`config.mk`:
```
export PLATFORM = sky130hd
export DESIGN_NAME = alu_pipe_flat
export DESIGN_NICKNAME = d
export VERILOG_FILES = /design/src/rtl/alu_pkg.sv /design/src/rtl/alu_pipe_if.sv /design/src/rtl/alu_mul_iter.sv /design/src/rtl/alu_pipe.sv /design/src/flat_wrapper.sv
export SDC_FILE = /design/constraint.sdc
export NUM_CORES = 1
export LEC_CHECK = 0
export ABC_AREA = 1
export ABC_CLOCK_PERIOD_IN_PS = 2700
export CAP_MARGIN = 20
export CORE_ASPECT_RATIO = 1.75
export CORE_MARGIN = 2
export CORE_UTILIZATION = 30
export CTS_BUF_LIST = sky130_fd_sc_hd__clkbuf_16
export CTS_CLUSTER_DIAMETER = 150
export CTS_CLUSTER_SIZE = 24
export DETAILED_ROUTE_END_ITERATION = 7
export PLACE_DENSITY_LB_ADDON = 0.3
export SLEW_MARGIN = 10
export SYNTH_ARGS = -nofsm -noshare
export SYNTH_HDL_FRONTEND = slang
export SYNTH_SLANG_ARGS = --single-unit
export TNS_END_PERCENT = 100
```
`constraint.sdc`:
```
create_clock -name clk -period 2.7 [get_ports clk]
set_clock_uncertainty 0.2 [all_clocks]
set_input_delay 0.405 -clock clk [delete_from_list [all_inputs] [get_ports clk]]
set_output_delay 0.405 -clock clk [all_outputs]
set_load 0.02 [all_outputs]
```
`src/rtl/alu_pkg.sv`:
```
// Shared definitions for alu_pipe: opcode constants, FSM state type and
// default widths. The iterative multiplier (and its BUSY state) exists only
// when ALU_PIPE_MUL_EN is defined.
package alu_pkg;

  localparam int ALU_WIDTH   = 32;
  localparam int ALU_OPWIDTH = 6;

  // Opcodes are compared against the zero-extended op field. Each op has two
  // encodings, except SUB and MUL.
  localparam logic [31:0] OP_ADD0  = 32'h04, OP_ADD1  = 32'h0D;
  localparam logic [31:0] OP_SLT0  = 32'h05, OP_SLT1  = 32'h10;
  localparam logic [31:0] OP_SLTU0 = 32'h06, OP_SLTU1 = 32'h11;
  localparam logic [31:0] OP_XOR0  = 32'h07, OP_XOR1  = 32'h12;
  localparam logic [31:0] OP_OR0   = 32'h08, OP_OR1   = 32'h15;
  localparam logic [31:0] OP_AND0  = 32'h09, OP_AND1  = 32'h16;
  localparam logic [31:0] OP_SLL0  = 32'h0A, OP_SLL1  = 32'h0F;
  localparam logic [31:0] OP_SRL0  = 32'h0B, OP_SRL1  = 32'h13;
  localparam logic [31:0] OP_SRA0  = 32'h0C, OP_SRA1  = 32'h14;
  localparam logic [31:0] OP_SUB   = 32'h0E;
  localparam logic [31:0] OP_MUL   = 32'h17;

`ifdef ALU_PIPE_MUL_EN
  typedef enum logic [1:0] {IDLE, BUSY, DONE} state_t;
`else
  typedef enum logic [1:0] {IDLE, DONE} state_t;
`endif

endpackage

```
`src/rtl/alu_pipe_if.sv`:
```
// Request/response bus of alu_pipe. master = requester/consumer side,
// slave = the ALU.
interface alu_pipe_if import alu_pkg::*; #(
  parameter int WIDTH   = ALU_WIDTH,
  parameter int OPWIDTH = ALU_OPWIDTH
);
  logic               in_valid;
  logic               in_ready;
  logic [WIDTH-1:0]   in1;
  logic [WIDTH-1:0]   in2;
  logic [OPWIDTH-1:0] op;
  logic               out_valid;
  logic               out_ready;
  logic [WIDTH-1:0]   out;
  logic               out_zero;
  logic               out_err;

  modport master (
    output in_valid, in1, in2, op, out_ready,
    input  in_ready, out_valid, out, out_zero, out_err
  );

  modport slave (
    input  in_valid, in1, in2, op, out_ready,
    output in_ready, out_valid, out, out_zero, out_err
  );
endinterface

```
`src/rtl/alu_mul_iter.sv`:
```
// Iterative shift-add multiplier: one multiplier bit per cycle, WIDTH cycles.
// done is asserted during the last busy cycle with product already holding
// the final (low WIDTH bits) result, so the caller can register it that edge.
module alu_mul_iter #(
  parameter int WIDTH = 32
) (
  input  logic             clk,
  input  logic             rst_n,
  input  logic             start,
  input  logic [WIDTH-1:0] a,
  input  logic [WIDTH-1:0] b,
  output logic             busy,
  output logic             done,
  output logic [WIDTH-1:0] product
);
  localparam int CW = $clog2(WIDTH);

  logic [WIDTH-1:0] mcand, mplier, acc;
  logic [CW-1:0]    cnt;

  // Partial sum including the current multiplier bit.
  assign product = acc + (mplier[0] ? mcand : '0);
  assign done    = busy && (cnt == CW'(WIDTH - 1));

  // Load operands on start, then consume one multiplier bit per cycle.
  always_ff @(posedge clk or negedge rst_n) begin
    if (!rst_n) begin
      mcand  <= '0;
      mplier <= '0;
      acc    <= '0;
      cnt    <= '0;
      busy   <= 1'b0;
    end else if (start) begin
      mcand  <= a;
      mplier <= b;
      acc    <= '0;
      cnt    <= '0;
      busy   <= 1'b1;
    end else if (busy) begin
      acc    <= product;
      mcand  <= mcand << 1;
      mplier <= mplier >> 1;
      cnt    <= cnt + 1'b1;
      if (done) busy <= 1'b0;
    end
  end
endmodule

```
`src/rtl/alu_pipe.sv`:
```
// alu_pipe: valid/ready ALU with a registered result. Single-cycle ops have
// latency 1 and throughput 1. Define ALU_PIPE_MUL_EN to add the iterative
// multiplier (opcode 17, WIDTH+1 cycle latency); otherwise 17 is invalid.
module alu_pipe import alu_pkg::*; #(
  parameter int WIDTH   = ALU_WIDTH,
  parameter int OPWIDTH = ALU_OPWIDTH
) (
  input  logic      clk,
  input  logic      rst_n,
  alu_pipe_if.slave bus
);
  localparam int SHW = $clog2(WIDTH);

  state_t           state, state_nxt, acc_tgt;
  logic             rdy, accept, is_mul, load_alu;
  logic [31:0]      opx;
  logic [SHW-1:0]   sh;
  logic [WIDTH-1:0] alu_res;
  logic             alu_err;
  logic [WIDTH-1:0] out_q;
  logic             zero_q, err_q;

  assign opx = 32'(bus.op);
  assign sh  = bus.in2[SHW-1:0];

  // Accepting in IDLE, or in DONE while the current result is being taken.
  assign rdy    = (state == IDLE) || ((state == DONE) && bus.out_ready);
  assign accept = bus.in_valid && bus.in_ready;

`ifdef ALU_PIPE_MUL_EN
  logic             mul_busy, mul_done;
  logic [WIDTH-1:0] mul_prod;

  assign is_mul  = (opx == OP_MUL);
  assign acc_tgt = is_mul ? BUSY : DONE;

  alu_mul_iter #(.WIDTH(WIDTH)) u_mul (
    .clk     (clk),
    .rst_n   (rst_n),
    .start   (accept && is_mul),
    .a       (bus.in1),
    .b       (bus.in2),
    .busy    (mul_busy),
    .done    (mul_done),
    .product (mul_prod)
  );
`else
  assign is_mul  = 1'b0;
  assign acc_tgt = DONE;
`endif

  assign load_alu = accept && !is_mul;

  // Single-cycle function block; unknown opcodes yield 0 with err set.
  always_comb begin
    alu_res = '0;
    alu_err = 1'b0;
    case (opx)
      OP_ADD0, OP_ADD1:   alu_res = bus.in1 + bus.in2;
      OP_SUB:             alu_res = bus.in1 - bus.in2;
      OP_SLT0, OP_SLT1:   alu_res = WIDTH'($signed(bus.in1) < $signed(bus.in2));
      OP_SLTU0, OP_SLTU1: alu_res = WIDTH'(bus.in1 < bus.in2);
      OP_XOR0, OP_XOR1:   alu_res = bus.in1 ^ bus.in2;
      OP_OR0, OP_OR1:     alu_res = bus.in1 | bus.in2;
      OP_AND0, OP_AND1:   alu_res = bus.in1 & bus.in2;
      OP_SLL0, OP_SLL1:   alu_res = bus.in1 << sh;
      OP_SRL0, OP_SRL1:   alu_res = bus.in1 >> sh;
      OP_SRA0, OP_SRA1:   alu_res = $signed(bus.in1) >>> sh;
      default:            alu_err = 1'b1;
    endcase
  end

  // Next-state logic.
  always_comb begin
    state_nxt = state;
    case (state)
      IDLE: if (accept) state_nxt = acc_tgt;
`ifdef ALU_PIPE_MUL_EN
      BUSY: begin
        if (mul_done)       state_nxt = DONE;
        else if (!mul_busy) state_nxt = IDLE;
      end
`endif
      DONE: begin
        if (accept)             state_nxt = acc_tgt;
        else if (bus.out_ready) state_nxt = IDLE;
      end
      default: state_nxt = IDLE;
    endcase
  end

  // State register.
  always_ff @(posedge clk or negedge rst_n) begin
    if (!rst_n) state <= IDLE;
    else        state <= state_nxt;
  end

  // Result register: loads only on accept or multiplier completion, so it
  // holds while the consumer stalls.
  always_ff @(posedge clk or negedge rst_n) begin
    if (!rst_n) begin
      out_q  <= '0;
      zero_q <= 1'b0;
      err_q  <= 1'b0;
    end else if (load_alu) begin
      out_q  <= alu_res;
      zero_q <= (alu_res == '0);
      err_q  <= alu_err;
    end
`ifdef ALU_PIPE_MUL_EN
    else if (mul_done) begin
      out_q  <= mul_prod;
      zero_q <= (mul_prod == '0);
      err_q  <= 1'b0;
    end
`endif
  end

  assign bus.in_ready  = rst_n && rdy;
  assign bus.out_valid = (state == DONE);
  assign bus.out       = out_q;
  assign bus.out_zero  = zero_q;
  assign bus.out_err   = err_q;
endmodule

```
`src/flat_wrapper.sv`:
```
// flat-port wrapper written by rule: the top's interface ports become plain ports
module alu_pipe_flat import alu_pkg::*;
#(
  parameter int WIDTH   = ALU_WIDTH,
  parameter int OPWIDTH = ALU_OPWIDTH
)
  (clk, rst_n, bus_in_valid, bus_in1, bus_in2, bus_op, bus_out_ready, bus_in_ready, bus_out_valid, bus_out, bus_out_zero, bus_out_err);
  alu_pipe_if #(.WIDTH(WIDTH), .OPWIDTH(OPWIDTH)) bus_i ();
  input  logic clk;
  input  logic rst_n;
  input wire logic [$bits(bus_i.in_valid)-1:0] bus_in_valid;
  input wire logic [$bits(bus_i.in1)-1:0] bus_in1;
  input wire logic [$bits(bus_i.in2)-1:0] bus_in2;
  input wire logic [$bits(bus_i.op)-1:0] bus_op;
  input wire logic [$bits(bus_i.out_ready)-1:0] bus_out_ready;
  output wire logic [$bits(bus_i.in_ready)-1:0] bus_in_ready;
  output wire logic [$bits(bus_i.out_valid)-1:0] bus_out_valid;
  output wire logic [$bits(bus_i.out)-1:0] bus_out;
  output wire logic [$bits(bus_i.out_zero)-1:0] bus_out_zero;
  output wire logic [$bits(bus_i.out_err)-1:0] bus_out_err;
  assign bus_i.in_valid = bus_in_valid;
  assign bus_i.in1 = bus_in1;
  assign bus_i.in2 = bus_in2;
  assign bus_i.op = bus_op;
  assign bus_i.out_ready = bus_out_ready;
  assign bus_in_ready = bus_i.in_ready;
  assign bus_out_valid = bus_i.out_valid;
  assign bus_out = bus_i.out;
  assign bus_out_zero = bus_i.out_zero;
  assign bus_out_err = bus_i.out_err;
  alu_pipe #(.WIDTH(WIDTH), .OPWIDTH(OPWIDTH)) u_core (.clk(clk), .rst_n(rst_n), .bus(bus_i));
endmodule
```
### Yosys cells after proc, flatten, opt, wreduce, memory -nomap -nowiden

Index checks and enable logic that the tools add are counted.

* shifts and indexed selects: 3
* bitwise gates (word level): 3
* mux-type cells: 6
* $add $sub $neg: 2
* equality and inequality tests: 22
* magnitude comparators: 2
* reductions and logical operators: 17

Operators by type and width (number)
* $pmux 32 s10: 1
* $lt 32x32->1: 2
* $eq 6x4->1 const B: 8
* $eq 6x5->1 const B: 7
* $add 32x32->32: 1
* $and 32x32->32: 1
* $logic_not 32->1: 1
* $or 32x32->32: 1
* $shl 32x5->32: 1
* $shr 32x5->32: 1
* $sshr 32x5->32: 1
* $sub 32x32->32: 1
* $xor 32x32->32: 1
* $eq 6x3->1 const B: 4
* $reduce_or 19->1: 1
* $reduce_or 2->1: 9
* $mux 2: 3
* $pmux 2 s2: 1
* $logic_and 1x1->1: 3
* $ne 3x2->1 const B: 1
* $eq 2x1->1 const B: 1
* $logic_not 2->1: 1
* $ne 2x1->1 const B: 1
* $reduce_and 2->1: 1
* other kinds (2): 2

* register bits: 36

### Logic depth before layout (Yosys ltp)

Gate-level depths: netlist of run 1.

* depth after elaboration: 7
* mapped depth: 25

### Least setup slack after synthesis of run 1

No wires, ideal clock.

* path kind: input -> register
* start point: input port bus_in2[2]
* end point: register u_core.zero_q (netlist: u_core.bus.out_zero)
* setup time: 0.066 ns
* buffers on the path: 4
* slack: -0.295 ns
* stages: 25
* arrival time: 2.730 ns
* cells stage by stage: buf_2 > inv_2 > buf_2 > buf_2 > ha_1 > buf_6 > nor2_1 > nand2_1 > nand3_1 > nand2_1 > nand2_1 > nand2_1 > nand2_1 > nand2_1 > nand2_1 > nand2_1 > nand2_1 > nor2_1 > nor2_1 > nand2_1 > nor2_1 > nand2_1 > nor2_1 > nand3_1 > nand2_1

* cells in the longest elaborated chain, start to end: 3

RTL lines
* start, declared: RTL line flat_wrapper.sv:13 `input wire logic [$bits(bus_i.in2)-1:0] bus_in2;`
* $sub 32x32->32 (tied with other cells): RTL line alu_pipe.sv:60 `OP_SUB: alu_res = bus.in1 - bus.in2;`
* $pmux 32 s10 (*): RTL line alu_pipe.sv:58 `case (opx)`
* $logic_not 32->1 (*): RTL line alu_pipe.sv:107 `zero_q <= (alu_res == '0);`
* end signal, assigned: RTL line alu_pipe.sv:107
* end, declared: RTL line alu_pipe.sv:21 `logic zero_q, err_q;`

Every way passes the cells marked *; elsewhere a longest branch is shown, timed or not.
A chain may end at the register's enable or synchronous reset.

### Worst setup path after layout of run 1

* start point: input port bus_in2[4]
* end point: register u_core.zero_q (netlist: u_core.bus.out_zero)

Same word-level chain as after synthesis.

==> results_dict.tcl, run 1 <==
set metrics [dict create \
    p_leak_uw 0.01122 \
    busiest_layer "met2" \
    h-tree-depth 2 \
    final.period_utilization 1.013 \
    port_buffers 109 \
    num-nets-final 3224 \
    layoutNonFillerInstCount 3596 \
    cts_buffers 5 \
    rows 97 \
    io-pin-count 110 \
    whs_ns 0.2817 \
    ctsHoldBuffers 0 \
    ir_drop_mv 0.3069 \
    drive_above_1_share 0.4286 \
    synth_fp_nets 2605 \
    setup_ws_ns -0.03390 \
    async_reset_ff_frac 1.000 \
    hold_class "register to register" \
    regArea_sq_um 875.8 \
    cts_tree "yes" \
    grt_first_pass_wirelength_microns 108900 \
    clk_latency_ns 0.27 \
    arrival_ns 2.74 \
    cts_root_buf "clkbuf_16" \
    setup_viol 1 \
    multi_input_area_sq_um 11990 \
    diodes 0 \
    grtUsageMet1 0.3538 \
    dp.cells 3534 \
    hpwlAfterDp_microns 62790 \
    grt_max_degree 58 \
    synthCells 2432 \
    dieWidth_microns 156.7 \
    grt_overflow_total 0 \
    layout-area-overhead-vs-synth_pct 70.80 \
    core_area_sq_um 40170 \
    drt_iter0_drc 1159 \
    drt-wirelength-per-cell_microns 20.78 \
    dr.pass1.iters 7 \
    die_h_microns 271.1 \
    gp_congestion 1.045 \
    dpl_cell_area_sq_um 17870 \
    max_cap_violations 0 \
    final_common_cell "nand2_1" \
    grt_use_met2 0.6295 \
    first_global_vias 18967 \
    layout_common_cells "688 x nand2_1, 546 x buf_4, 389 x nand3_1" \
    synth-edff-count 0 \
    violations "setup timing" \
    hold_viol 0 \
    power.density_nw_per_um2 253.9 \
    remaining_drc_errors 0 \
    antenna_left 0 \
    critPathKind "input port to register" \
    drv_slew 0 \
    path_clk_slew_ns 0.05 \
    timing.fmax_mhz 365.8 \
    syn_area_sq_um 12230 \
    crit_path_end_kind "register" \
    critical_path_peak_fanout 5 \
    final_area_sq_um 20900 \
    status "finished, violations left" \
    via_per_inst 5.152 \
    worstMarginPinSlew_ns 0.6073 \
    grtUsageMet3 0.02219 \
    fp.dieArea_sq_um 42480 \
    rsz0062_at_grt "true" \
    finalWirelength_microns 74720 \
    clk_path_buf_depth 2 \
    ys_seq_elements 35 \
    synth_flop_cell "dfrtp_1" \
    via_count 18526 \
    yosys_warnings 0 \
    slew_headroom 0.5951 \
    yosysSeqAreaShare 0.07159 \
    clock_sinks 35 \
    required_ns 2.71 \
    initial_core_util 0.3045 \
    fillers 4280 \
    antenna_found_initial 0 \
    synth_area_per_cell_sq_um 5.031 \
    period_needed_ns 2.734 \
    start_kind "input port" \
    grtUsageTotal 0.3434 \
    ys_types 39 \
]
==> cell usage after synthesis (15+ instances only) <==
cell / n / share of area
nor2_2: 15 / 0.0077
nand4_1: 28 / 0.014
buf_2: 55 / 0.022
clkbuf_1: 22 / 0.0067
nand3_1: 444 / 0.18
nand2_2: 24 / 0.012
dfrtp_1: 35 / 0.072
nor3_1: 15 / 0.0061
nor2_1: 200 / 0.061
nand2_1: 874 / 0.27
o21ai_0: 80 / 0.033
ha_1: 97 / 0.099
a21oi_1: 75 / 0.031
inv_1: 337 / 0.10
==> worst paths after layout <==
kind	cells after the start	endpoint	slack (ns)	start
worst max-delay path	20	u_core.bus.out_zero	-0.03	bus_in2[4]
worst min register to register	2	u_core.bus.out[24]	0.28	u_core.bus.out[24]
worst min-delay path	2	u_core.bus.out[24]	0.28	u_core.bus.out[24]
max in group asynchronous	2	u_core.bus.out[0]	1.56	rst_n
worst max register to register	5	u_core.bus.out[4]	1.12	u_core.state[0]
min in group asynchronous	2	u_core.state[0]	0.41	rst_n
==> cell families after synthesis <==
logic type | Yosys count | synth area share
and+or+nand+nor | 1642 | 0.5809
buffers and inverters | 454 | 0.1548
AOI/OAI and AO/OA | 201 | 0.08948
adders and majority gates | 99 | 0.1025
DFF | 35 | 0.07159
xor gates and xnor gates | 1 | 0.0007160
==> area by class of cell <==
type | instances | area share
Tap cell | 544 | 0.03257
Clock inverter | 3 | 0.0005389
Inverter | 353 | 0.06586
Sequential cell | 35 | 0.04191
Clock buffer | 5 | 0.005988
Multi-Input combinational cell | 1943 | 0.5737
Timing Repair Buffer | 713 | 0.2794
==> flip-flops by register name, summed over array words and instances, names as in the netlist <==
register             cells
u_core.bus.out          32
u_core.bus.out_err       1
u_core.bus.out_zero      1
u_core.state             1
==> power by group <==
| part | switching [uW] | leakage [uW] | total, uW | internal (uW) |
|---|---|---|---|---|
| registers | 39.8 | 0.000472 | 626 | 586 |
| clock network | 200 | 0.0000701 | 531 | 331 |
| logic | 2410 | 0.0107 | 4150 | 1730 |
==> timing repair <==
item,CTS,global route
setup buffers,42,16
gates cloned,0,1
pin swaps,166,144
endpoints found under the hold margin,0,0
setup endpoints to repair,33,14
gates resized for setup,798,244
==> critical path, cell delays in order <==
cell	delay (ns)
buf_4	0.14
inv_4	0.09
ha_4	0.23
buf_6	0.13
nor2_4	0.12
nand3_2	0.11
nand3_4	0.13
buf_6	0.13
nand2_1	0.09
nand3_4	0.12
nand2_1	0.08
nand3_1	0.15
nand3_4	0.17
nor2_4	0.16
nand2_1	0.06
nor2_1	0.08
nand2_1	0.07
nor2_2	0.11
nand3_2	0.08
nand2_1	0.07
==> routing by layer <==
metal	share of wire	routed length, microns	vias to the layer above
li1	-	-	8959
met1	0.35	26180	8591
met2	0.50	37520	678
met3	0.039	2882	298
met4	0.11	8133	0
met5	0	0	-
==> per-stage QoR <==
stage	total power, uW	utilization	setup slack (ns)	TNS [ns]
2_1_floorplan	2222	-	0.004325	0
3_3_place_gp	3968	0.4450	-1.253	-26.00
3_5_place_dp	3979	0.4450	-1.253	-26.37
4_1_cts	5035	0.5011	-0.008012	-0.008012
5_1_grt	5610	0.5202	-0.1257	-0.2236
6_report	5306	0.5202	-0.03390	-0.03390
No activity file was read; power rests on OpenSTA's default activity.
==> run 2: changes to the inputs <==
--- a/config.mk
+++ b/config.mk
@@ -6,7 +6,7 @@
 export NUM_CORES = 1
 export LEC_CHECK = 0
 export ABC_AREA = 1
-export ABC_CLOCK_PERIOD_IN_PS = 2700
+export ABC_CLOCK_PERIOD_IN_PS = 3150
 export CAP_MARGIN = 20
 export CORE_ASPECT_RATIO = 1.75
 export CORE_MARGIN = 2
==> constraint.sdc (replaced) <==
create_clock -name clk -period 3.15 [get_ports clk]
set_clock_uncertainty 0.2 [all_clocks]
set_input_delay 0.4725 -clock clk [delete_from_list [all_inputs] [get_ports clk]]
set_output_delay 0.4725 -clock clk [all_outputs]
set_load 0.02 [all_outputs]
==> run 2 against run 1 <==
  * Final cell count shrank 0.28%
  * Combinational power fell by 20%
  * Wire length increased by 3.1%
  * Hold slack hardly changed
  * Clock power is 14% lower
  * Total power down 18%
  * Count of clock-buffer cells in the layout did not move
  * The run ends with DRC left
  * Critical endpoint unchanged
  * Core utilization is 2.8 points lower
  * Sequential power is 15% lower
  * Non-clock buffer count shrank 10
==> results_dict.tcl, run 2 (synthesized netlist as in run 1, its figures left out) <==
set metrics [dict create \
    status "finished, violations left" \
    violations "DRC" \
    grtUsageMet1 0.3598 \
    grt_max_degree 63 \
    hold_class "register to register" \
    antenna_left 0 \
    power.density_nw_per_um2 219.1 \
    clk_latency_ns 0.28 \
    whs_ns 0.2820 \
    startpoint "bus_in1[28]" \
    grt_overflow_total 0 \
    cp_num_buf_inv 3 \
    busiest_layer "met2" \
    via_count 18713 \
    fillers 4402 \
    worstReg2RegEnd "u_core.bus.out[0]" \
    dieWidth_microns 156.7 \
    num-nets-final 3214 \
    hpwlAfterDp_microns 64300 \
    final.period_utilization 0.9737 \
    slowest_stage "clkdlybuf4s50_1" \
    h-tree-depth 2 \
    critPathKind "input port to register" \
    crit_path_end_kind "register" \
    drv_slew 0 \
    max_stage_delay_ns 0.47 \
    clock_sinks 35 \
    hp-start "u_core.bus.out[28]" \
    drt_iter0_drc 1246 \
    via_per_inst 5.218 \
    gp_congestion 1.063 \
    timing.fmax_mhz 326.0 \
    start_kind "input port" \
    rsz0062_at_grt "true" \
    grt_use_met2 0.6195 \
    finalWirelength_microns 77040 \
    drive_above_1_share 0.3427 \
    grtUsageTotal 0.3513 \
    ir_drop_mv 0.2571 \
    dp_slack_ns -1.062 \
    dr.pass1.iters 8 \
    cp_cell_sequence "clkdlybuf4s50_1, inv_1, ha_4, inv_1, nand2_1, nand2_1, nor2_1, nand2_2, a21oi_4, nand3_1, nand2_1, nor2_1, nor2_2, nand2_1, nor2_1, nand2_1, nor2_4, nand3_2, nand2_1" \
    port_buffers 109 \
    rows 97 \
    remaining_drc_errors 3 \
    r2r_slack_ns 1.56 \
    required_ns 3.16 \
    p_leak_uw 0.01095 \
    path_clk_slew_ns 0.05 \
    io-pin-count 110 \
    cts_root_buf "clkbuf_16" \
    first_global_vias 18589 \
    cts_tree "yes" \
    reg2reg_depth 6 \
    fp.dieArea_sq_um 42480 \
    cp_top_family "simple AND/OR/NAND/NOR gates" \
    path_common_cell "nand2_1" \
    worstMarginPinSlew_ns 0.5936 \
    cts_buffers 5 \
    critical_path_peak_fanout 7 \
    max_cap_violations 0 \
    layout_common_cells "789 x nand2_1, 563 x buf_4, 412 x nand3_1" \
    antenna_found_initial 2 \
    min_path_cells 2 \
    min_to "u_core.bus.out[28]" \
    slew_headroom 0.6043 \
    die_h_microns 271.1 \
    grtUsageMet3 0.04534 \
    tns_ns 0 \
    clk_path_buf_depth 2 \
    setup_viol 0 \
    arrival_ns 3.08 \
    largest_reg_flops 32 \
    fin_util 0.4922 \
    final_common_cell "nand2_1" \
    initial_core_util 0.3045 \
    r2r_start "u_core.state[0]" \
    setup_ws_ns 0.08272 \
    layout-area-overhead-vs-synth_pct 61.62 \
    drt-wirelength-per-cell_microns 21.48 \
    grt_first_pass_wirelength_microns 110600 \
    hold_viol 0 \
    period_needed_ns 3.067 \
    core_area_sq_um 40170 \
]
-- run 2: cell count changes in the layout (fill, tap and decap cells not counted), moves of 21 or more --
cell | before | now
nor2_1 | 99 | 120
nor2_4 | 64 | 36
nand2_4 | 58 | 9
dlymetal6s2s_1 | 0 | 28
nand2_1 | 688 | 789
nand2_2 | 155 | 103
buf_2 | 30 | 4
inv_1 | 225 | 278
inv_2 | 110 | 67
nand3_1 | 389 | 412
buf_6 | 50 | 15
-- run 2: worst max path at each step --
stage | to | slack, ns | depth (start not counted)
6_report | u_core.bus.out_zero | 0.08 | 19
5_1_grt | u_core.bus.out_zero | -0.03 | 24
4_1_cts | u_core.bus.out_zero | -0.05 | 20
3_5_place_dp | u_core.bus.out_zero | -1.06 | 20
3_3_place_gp | u_core.bus.out_zero | -1.03 | 21
2_1_floorplan | u_core.bus.out_zero | 0.09 | 25
-- run 2: worst reg2reg max path, stage by stage (launching register included) --
cell and delay [ns]:
dfrtp_1 0.38, inv_1 0.07, o21a_1 0.14, nand2_2 0.16, inv_1 0.26, nand3_2 0.14, o21a_1 0.13
-- run 2: final cells by class --
type	instances	area, sq um	share of cell area
Clock inverter	2	8.758	0.0004430
Timing Repair Buffer	703	5758	0.2912
Antenna cell	1	2.502	0.0001266
Inverter	353	1343	0.06790
Clock buffer	5	125.1	0.006328
Multi-Input combinational cell	1943	10980	0.5553
Sequential cell	35	875.8	0.04430
Tap cell	544	680.7	0.03442
-- run 2: stage by stage --
step / total power (uW) / area, sq um / cells
global placement: 3396 / 17740 / 3541
CTS: 4058 / 18840 / 3565
floorplan: 1871 / 12230 / 2432
finish: 4331 / 19770 / 3586
global route: 4582 / 19770 / 3585
detailed placement: 3400 / 17740 / 3541
-- run 2: routing by layer --
layer  routed length, microns  share of wire
met5                       15        0.00019
met1                    26610           0.35
met2                    37290           0.48
met4                     9197           0.12
met3                     3928          0.051
-- run 2: what timing repair did --
item,in CTS,in global routing
setup buffers,17,19
pin swaps,51,99
hold endpoints to repair,0,0
endpoints found under the setup margin,32,15
resized for setup,259,306
hold buffers,0,0
cloned,0,2
-- run 2: power breakdown --
group | internal, uW | total [uW] | switching [uW]
clock | 284 | 459 | 175
sequential | 502 | 534 | 31.6
combinational | 1370 | 3340 | 1970
total | 2150 | 4330 | 2180
==> run 3: changes to the inputs <==
--- a/config.mk
+++ b/config.mk
@@ -16,7 +16,6 @@
 export CTS_CLUSTER_SIZE = 24
 export DETAILED_ROUTE_END_ITERATION = 7
 export PLACE_DENSITY_LB_ADDON = 0.3
-export SLEW_MARGIN = 10
 export SYNTH_ARGS = -nofsm -noshare
 export SYNTH_HDL_FRONTEND = slang
 export SYNTH_SLANG_ARGS = --single-unit
==> results of run 3 <==
Final layout, timing and power as in run 2 (identical DEF).
